## config.mk

```make
export PLATFORM = sky130hd
export DESIGN_NAME = cycle_counter_rx_flat
export DESIGN_NICKNAME = d
export VERILOG_FILES = /design/src/rtl/cycle_counter_rx_if.sv /design/src/rtl/cycle_counter_rx.sv /design/src/flat_wrapper.sv
export SDC_FILE = /design/constraint.sdc
export NUM_CORES = 1
export LEC_CHECK = 0
export CELL_PAD_IN_SITES_DETAIL_PLACEMENT = 1
export CELL_PAD_IN_SITES_GLOBAL_PLACEMENT = 1
export CORE_MARGIN = 4
export CORE_UTILIZATION = 45
export CTS_CLUSTER_SIZE = 40
export DETAILED_ROUTE_END_ITERATION = 10
export PLACE_DENSITY_LB_ADDON = 0.1
export SYNTH_ARGS = -nofsm -noshare
export SYNTH_HDL_FRONTEND = slang
export SYNTH_SLANG_ARGS = --single-unit
```

## constraint.sdc

```tcl
create_clock -name clk -period 3.2 [get_ports clk]
set_input_delay 0.48 -clock clk [delete_from_list [all_inputs] [get_ports clk]]
set_output_delay 0.48 -clock clk [all_outputs]
set_load 0.02 [all_outputs]
```

## src/rtl/cycle_counter_rx_if.sv

```systemverilog
// Byte stream from the UART receiver plus decoded count and status back to control logic.
// Latency: n/a (signal bundle only).
// Backpressure: none; uart_rx_valid is a strobe the receiver must always accept.
interface cycle_counter_rx_if;
    logic        uart_rx_valid;
    logic [7:0]  uart_rx_data;
    logic [15:0] cycle_count;
    logic        count_valid;
    logic        frame_error;
    logic [7:0]  error_count;
    logic        busy;

    // Byte source / result consumer side
    modport master (
        output uart_rx_valid,
        output uart_rx_data,
        input  cycle_count,
        input  count_valid,
        input  frame_error,
        input  error_count,
        input  busy
    );

    // Parser side
    modport slave (
        input  uart_rx_valid,
        input  uart_rx_data,
        output cycle_count,
        output count_valid,
        output frame_error,
        output error_count,
        output busy
    );
endinterface

```

## src/rtl/cycle_counter_rx.sv

```systemverilog
// Parses "<DDD>" ASCII frames from the UART receiver into a binary cycle count.
// Latency: count_valid/frame_error pulse one cycle after the edge that sampled the deciding byte.
// Backpressure: none; every strobed byte is consumed in the cycle it arrives.
module cycle_counter_rx #(
    parameter int NUM_DIGITS     = 3,
    parameter int TIMEOUT_CYCLES = 1000000
) (
    input  logic               clk,
    input  logic               rst,
    cycle_counter_rx_if.slave  bus
);
    localparam int              TW   = $clog2(TIMEOUT_CYCLES) + 1;
    localparam logic [TW-1:0]   TMAX = TW'(TIMEOUT_CYCLES - 1);
    localparam logic [2:0]      ND   = 3'(NUM_DIGITS);
    localparam logic [7:0]      LT   = 8'h3C;
    localparam logic [7:0]      GT   = 8'h3E;

    typedef enum logic [1:0] {IDLE, DIGITS, WAIT_GT} state_t;

    state_t        state, state_n;
    logic [15:0]   acc, acc_n;
    logic [2:0]    dcnt, dcnt_n;
    logic [TW-1:0] tcnt, tcnt_n;
    logic [15:0]   count_n;
    logic          valid_n;
    logic          err_n;

    logic is_digit;
    logic is_lt;
    logic is_gt;
    assign is_digit = (bus.uart_rx_data >= 8'h30) && (bus.uart_rx_data <= 8'h39);
    assign is_lt    = (bus.uart_rx_data == LT);
    assign is_gt    = (bus.uart_rx_data == GT);

    // Next-state and next-output decode; a '<' inside a frame restarts the frame after flagging it.
    always_comb begin
        state_n = state;
        acc_n   = acc;
        dcnt_n  = dcnt;
        tcnt_n  = tcnt;
        count_n = bus.cycle_count;
        valid_n = 1'b0;
        err_n   = 1'b0;
        case (state)
            IDLE: begin
                if (bus.uart_rx_valid && is_lt) begin
                    state_n = DIGITS;
                    acc_n   = 16'd0;
                    dcnt_n  = 3'd0;
                    tcnt_n  = '0;
                end
            end
            DIGITS, WAIT_GT: begin
                if (bus.uart_rx_valid) begin
                    tcnt_n = '0;
                    if (is_lt) begin
                        err_n   = 1'b1;
                        state_n = DIGITS;
                        acc_n   = 16'd0;
                        dcnt_n  = 3'd0;
                    end else if (state == DIGITS && is_digit) begin
                        acc_n  = acc * 16'd10 + {12'd0, bus.uart_rx_data[3:0]};
                        dcnt_n = dcnt + 3'd1;
                        if (dcnt + 3'd1 == ND) begin
                            state_n = WAIT_GT;
                        end
                    end else if (state == WAIT_GT && is_gt) begin
                        count_n = acc;
                        valid_n = 1'b1;
                        state_n = IDLE;
                    end else begin
                        err_n   = 1'b1;
                        state_n = IDLE;
                    end
                end else if (tcnt == TMAX) begin
                    // Stalled frame: abandon it; a byte on this same cycle is handled above instead.
                    err_n   = 1'b1;
                    state_n = IDLE;
                    tcnt_n  = '0;
                end else begin
                    tcnt_n = tcnt + 1'b1;
                end
            end
            default: state_n = IDLE;
        endcase
    end

    // State and output registers; error counter saturates rather than wrapping.
    always_ff @(posedge clk) begin
        if (rst) begin
            state           <= IDLE;
            acc             <= 16'd0;
            dcnt            <= 3'd0;
            tcnt            <= '0;
            bus.cycle_count <= 16'd0;
            bus.count_valid <= 1'b0;
            bus.frame_error <= 1'b0;
            bus.error_count <= 8'd0;
            bus.busy        <= 1'b0;
        end else begin
            state           <= state_n;
            acc             <= acc_n;
            dcnt            <= dcnt_n;
            tcnt            <= tcnt_n;
            bus.cycle_count <= count_n;
            bus.count_valid <= valid_n;
            bus.frame_error <= err_n;
            bus.busy        <= (state_n != IDLE);
            if (err_n && bus.error_count != 8'hFF) begin
                bus.error_count <= bus.error_count + 8'd1;
            end
        end
    end
endmodule

```

## src/flat_wrapper.sv

```systemverilog
// flat-port wrapper written by rule: the top's interface ports become plain ports
module cycle_counter_rx_flat 
#(
    parameter int NUM_DIGITS     = 3,
    parameter int TIMEOUT_CYCLES = 1000000
)
  (clk, rst, bus_uart_rx_valid, bus_uart_rx_data, bus_cycle_count, bus_count_valid, bus_frame_error, bus_error_count, bus_busy);
  cycle_counter_rx_if bus_i ();
  input  logic clk;
  input  logic rst;
  input wire logic [$bits(bus_i.uart_rx_valid)-1:0] bus_uart_rx_valid;
  input wire logic [$bits(bus_i.uart_rx_data)-1:0] bus_uart_rx_data;
  output wire logic [$bits(bus_i.cycle_count)-1:0] bus_cycle_count;
  output wire logic [$bits(bus_i.count_valid)-1:0] bus_count_valid;
  output wire logic [$bits(bus_i.frame_error)-1:0] bus_frame_error;
  output wire logic [$bits(bus_i.error_count)-1:0] bus_error_count;
  output wire logic [$bits(bus_i.busy)-1:0] bus_busy;
  assign bus_i.uart_rx_valid = bus_uart_rx_valid;
  assign bus_i.uart_rx_data = bus_uart_rx_data;
  assign bus_cycle_count = bus_i.cycle_count;
  assign bus_count_valid = bus_i.count_valid;
  assign bus_frame_error = bus_i.frame_error;
  assign bus_error_count = bus_i.error_count;
  assign bus_busy = bus_i.busy;
  cycle_counter_rx #(.NUM_DIGITS(NUM_DIGITS), .TIMEOUT_CYCLES(TIMEOUT_CYCLES)) u_core (.clk(clk), .rst(rst), .bus(bus_i));
endmodule
```

* After elaboration in Yosys (flattened, before gate mapping)
Cells that the tools add are included.
** Word-level totals
- Register bits after elaboration :: 69
- Bits of input ports :: 11
- Output and inout bits :: 27
- Word-level logic and storage cells :: 71
** Cells by class
- Add/subtract/negate cells :: 4
- Multiply operators :: 1
- Magnitude comparators :: 2
- Equality and inequality tests :: 10
- Muxes and demuxes :: 28
- Bitwise logic cells :: 4
- Reduce and logical (&&, ||, !) cells :: 13
** Operators with widths (count)
- $mux W16 :: 4
- $mux W21 :: 3
- $pmux W21 S2 :: 1
- $pmux W16 S2 :: 1
- $add A21 B1 Y21 const B :: 1
- $eq A21 B20 Y1 const B :: 1
- $add A16 B4 Y16 :: 1
- $eq A8 B6 Y1 const B :: 2
- $mul A16 B3 Y15 const B :: 1
- $mux W2 :: 6
- $mux W3 :: 4
- $add A8 B1 Y8 const B :: 1
- $ge A8 B6 Y1 const B :: 1
- $le A8 B6 Y1 const B :: 1
- $ne A8 B8 Y1 const B :: 1
- $mux W1 :: 7
- $pmux W3 S2 :: 1
- $logic_and A1 B1 Y1 :: 5
- $reduce_and A5 Y1 :: 1
- $reduce_or A5 Y1 :: 1
- $not A1 Y1 :: 4
- $pmux W2 S2 :: 1
- $reduce_and A4 Y1 :: 1
- $reduce_bool A2 Y1 :: 2
- 10 further kinds :: 10

* Depth between registers and ports, before layout
- Depth after elaboration :: 8
- Gate-level depth with buffers :: 10
- Mapped depth without buffers :: 10

* Worst setup path before layout
OpenSTA, ideal clock, no wires.
- Path kind :: register -> register
- From :: register u_core.acc[1]
- To :: register u_core.acc[15]
- Setup time :: 0.117 ns
- Arrival :: 2.701 ns
- Required time :: 3.083 ns
- Path slack :: 0.383 ns
- Cell stages (with the launch flop) :: 11
- Buffers on the path :: 0
- Period minus slack after synthesis :: 2.817 ns
- Path through :: dfxtp_1 -> ha_1 -> ha_1 -> fa_1 -> a21o_1 -> a221oi_2 -> xnor2_1 -> and4_1 -> o2111ai_1 -> xnor2_1 -> a22o_1
** Between the ends
- Longest elaborated chain between the ends :: 6
** RTL lines
- start: declaration :: line cycle_counter_rx.sv:21 : logic [15:0] acc, acc_n;
- start signal: assignment :: line cycle_counter_rx.sv:102 : acc <= acc_n;
- $mul A16 B3 Y15 :: line cycle_counter_rx.sv:62 : acc_n = acc * 16'd10 + {12'd0, bus.uart_rx_data[3:0]};
- $add A16 B4 Y16 :: line cycle_counter_rx.sv:62
- $mux W16 :: line cycle_counter_rx.sv:61 : end else if (state == DIGITS && is_digit) begin
- $mux W16 :: line cycle_counter_rx.sv:56 : if (is_lt) begin
- $mux W16 :: line cycle_counter_rx.sv:54 : if (bus.uart_rx_valid) begin
- $pmux W16 S2 :: line cycle_counter_rx.sv:44 : case (state)
Every way passes these cells. The select of a mux whose other input is x is not followed.
A chain may end at the register's enable or synchronous reset.

* Worst setup path in the final report
Same ends and word-level chain as after synthesis.

==> results.sh <==
export IMPL_run_status="complete, no violations"
export IMPL_seq_area_frac_synth=0.343
export IMPL_cts_tree="done"
export IMPL_layout_nets=519
export IMPL_crit_end="u_core.acc[15]$_SDFFE_PP0P_"
export IMPL_period_share=0.937
export IMPL_grt_pass1_vias=3481
export IMPL_p_leak_nw=1.94
export IMPL_hold_path_class="register to register"
export IMPL_grt_use_total=0.205
export IMPL_fp_dieH_um=103
export IMPL_grt_antenna_before_repair=0
export IMPL_critical_path_arrival_ps=3230
export IMPL_rows=34
export IMPL_ioPinCount=38
export IMPL_setup_worst_path_start="u_core.acc[1]$_SDFFE_PP0P_"
export IMPL_use_met2=0.372
export IMPL_vias=3308
export IMPL_cts_setup_buffers=0
export IMPL_core_area_um2=8720
export IMPL_grt_use_met3=0.0338
export IMPL_r2r_cells=10
export IMPL_drive_gt1_frac=0.109
export IMPL_finalMaxSlewViolations=0
export IMPL_hold_viol=0
export IMPL_dpl_hpwl_um=7380
export IMPL_clk_pin_slew_ps=80
export IMPL_ys_flop_type="dfxtp_1"
export IMPL_die_x_um=103
export IMPL_netlist_area_um2=4020
export IMPL_cp_required_ps=3430
export IMPL_clockRootBuffer="clkbuf_8"
export IMPL_vias_per_cell=5.65
export IMPL_use_met1=0.245
export IMPL_cts_buffers=9
export IMPL_top_usage_layer="met2"
export IMPL_drt_iter0_markers=75
export IMPL_fmax_mhz=333
export IMPL_ys_ff_latch=69
export IMPL_grt_pass1_wl_um=17200
export IMPL_power_mw=1.86
export IMPL_die_area_um2=10500
export IMPL_ctsHoldBuffers=0
export IMPL_drtPass1Iterations=4
export IMPL_overflow=0
export IMPL_drc_errors=0
export IMPL_drv_cap=0
export IMPL_wl_per_cell_um=17.2
export IMPL_preCtsSetupSlack_ps=166
export IMPL_final_area_um2=4780
export IMPL_syn_inst=429
export IMPL_place_gp_congestion=0.834
export IMPL_maxSlewHeadroom=0.554
export IMPL_syn2layout_area_growth_pct=18.8
export IMPL_ys_warn_count=0
export IMPL_placed_area_um2=4500
export IMPL_avgSynthCellArea_um2=9.38
export IMPL_ir_worst_vdd_mv=0.219
export IMPL_r2r_slack_ps=200
export IMPL_worst_pin_slew_ps=669
export IMPL_clock_sinks=69
export IMPL_path_max_fanout=5
export IMPL_syn_num_nets=476
export IMPL_r2r_start="u_core.acc[1]$_SDFFE_PP0P_"
export IMPL_io_buffer_count=37
export IMPL_cp_end_kind="register"
export IMPL_power_density_nw_per_um2=390
export IMPL_min_delay_start="u_core.acc[15]$_SDFFE_PP0P_"
export IMPL_setup_viol=0
export IMPL_cts_max_level=3
export IMPL_initial_core_util=0.461
export IMPL_grt_max_degree=35
export IMPL_fin_crit_ps=3000
export IMPL_synth_edf_count=0
export IMPL_clockBufferDepth=2
export IMPL_drt_wl_total_um=10100
export IMPL_skew_ps=8.11
export IMPL_async_flop_share=0
export IMPL_crit_path_start_kind="register"
export IMPL_rsz0062_at_grt="no"
export IMPL_synth_distinct_cells=65
export IMPL_reg2reg_to="u_core.acc[15]$_SDFFE_PP0P_"
export IMPL_final_cell_mix="nor2_1, dfxtp_1, clkdlybuf4s50_1"
export IMPL_final_common_cell="nor2_1"
export IMPL_clk_latency_ps=340
export IMPL_critPathKind="register to register"
export IMPL_final_antenna_net_count=0
export IMPL_setup_ws_ps=201
export IMPL_diodes=0
export IMPL_fin_setup_tns_ps=0
## final cells by class
cell class                 count  area, um2
sequential                    69       1380
clock buffer                   9        124
multi-input combinational    343       2560
tap                          108        135
fill                         994       3940
timing repair buffer          44        418
inverter                       5       18.8
clock inverter                 7        146
## synthesized netlist by cell type, types with 6 or more instances
cell	number	share of area
nand2_1	25	0.023
dfxtp_1	69	0.34
ha_1	34	0.11
xor2_1	28	0.061
nand4_1	11	0.017
a22oi_1	12	0.022
nor2_1	78	0.073
nand3_1	12	0.015
o21ai_0	9	0.011
a21oi_1	12	0.015
clkbuf_1	6	0.0056
xnor2_1	18	0.039
mux2i_1	19	0.047
## registers in the layout (all words and copies together) (netlist names)
name,cells
u_core.tcnt,21
u_core.bus.cycle_count,16
u_core.bus.count_valid,1
u_core.state,2
u_core.bus.error_count,8
u_core.dcnt,3
u_core.bus.frame_error,1
u_core.acc,16
u_core.bus.busy,1
## cell families after synthesis
group,share of synthesized area
AND/OR/NAND/NOR,0.220
buffers and inverters,0.0236
flip-flops,0.343
multiplexers,0.0473
adder cells (fa/ha/maj),0.116
XOR/XNOR,0.100
AO/OA/AOI/OAI,0.150
## report_power, final
group	total [mW]	switching [mW]	leakage (nW)	internal (mW)
Clock	0.959	0.357	0.134	0.602
Combinational	0.0457	0.0280	1.25	0.0177
Sequential	0.858	0.0000762	0.556	0.858
## timing repair
| action | 4_1_cts | 5_1_grt |
|---|---|---|
| resized for setup | 0 | 3 |
| endpoints found under the setup margin | 0 | 3 |
| hold endpoints to repair | 0 | 0 |
## metrics by stage
stage	utilization	hold WS, ps	cells
floorplan	-	442	429
global placement	0.516	469	569
detailed placement	0.516	476	569
CTS	0.547	493	585
global route	0.548	522	585
finish	0.548	496	585
## metal layers
metal,vias to the layer above,wire [um]
li1,1632,-
met1,1613,4290
met2,44,5290
met3,19,264
met4,0,204
met5,-,0
## worst min path at each step
stage	end	slack [ps]	depth (start not counted)
3_5_place_dp	u_core.acc[15]$_SDFFE_PP0P_	480	1
6_report	u_core.acc[15]$_SDFFE_PP0P_	500	1
4_1_cts	u_core.acc[15]$_SDFFE_PP0P_	490	1
3_3_place_gp	u_core.acc[15]$_SDFFE_PP0P_	470	1
2_1_floorplan	u_core.acc[15]$_SDFFE_PP0P_	440	1
5_1_grt	u_core.acc[15]$_SDFFE_PP0P_	520	1
## worst max-delay path, cell delays in order (launching register included)
cell and delay [ps]:
dfxtp_2 360, ha_1 300, ha_1 240, fa_1 430
xor2_1 290, nand4_1 240, nor3b_2 240, and4_1 280
o2111ai_1 150, xnor2_1 150, a22o_1 220
(Power assumes the default switching activity.)
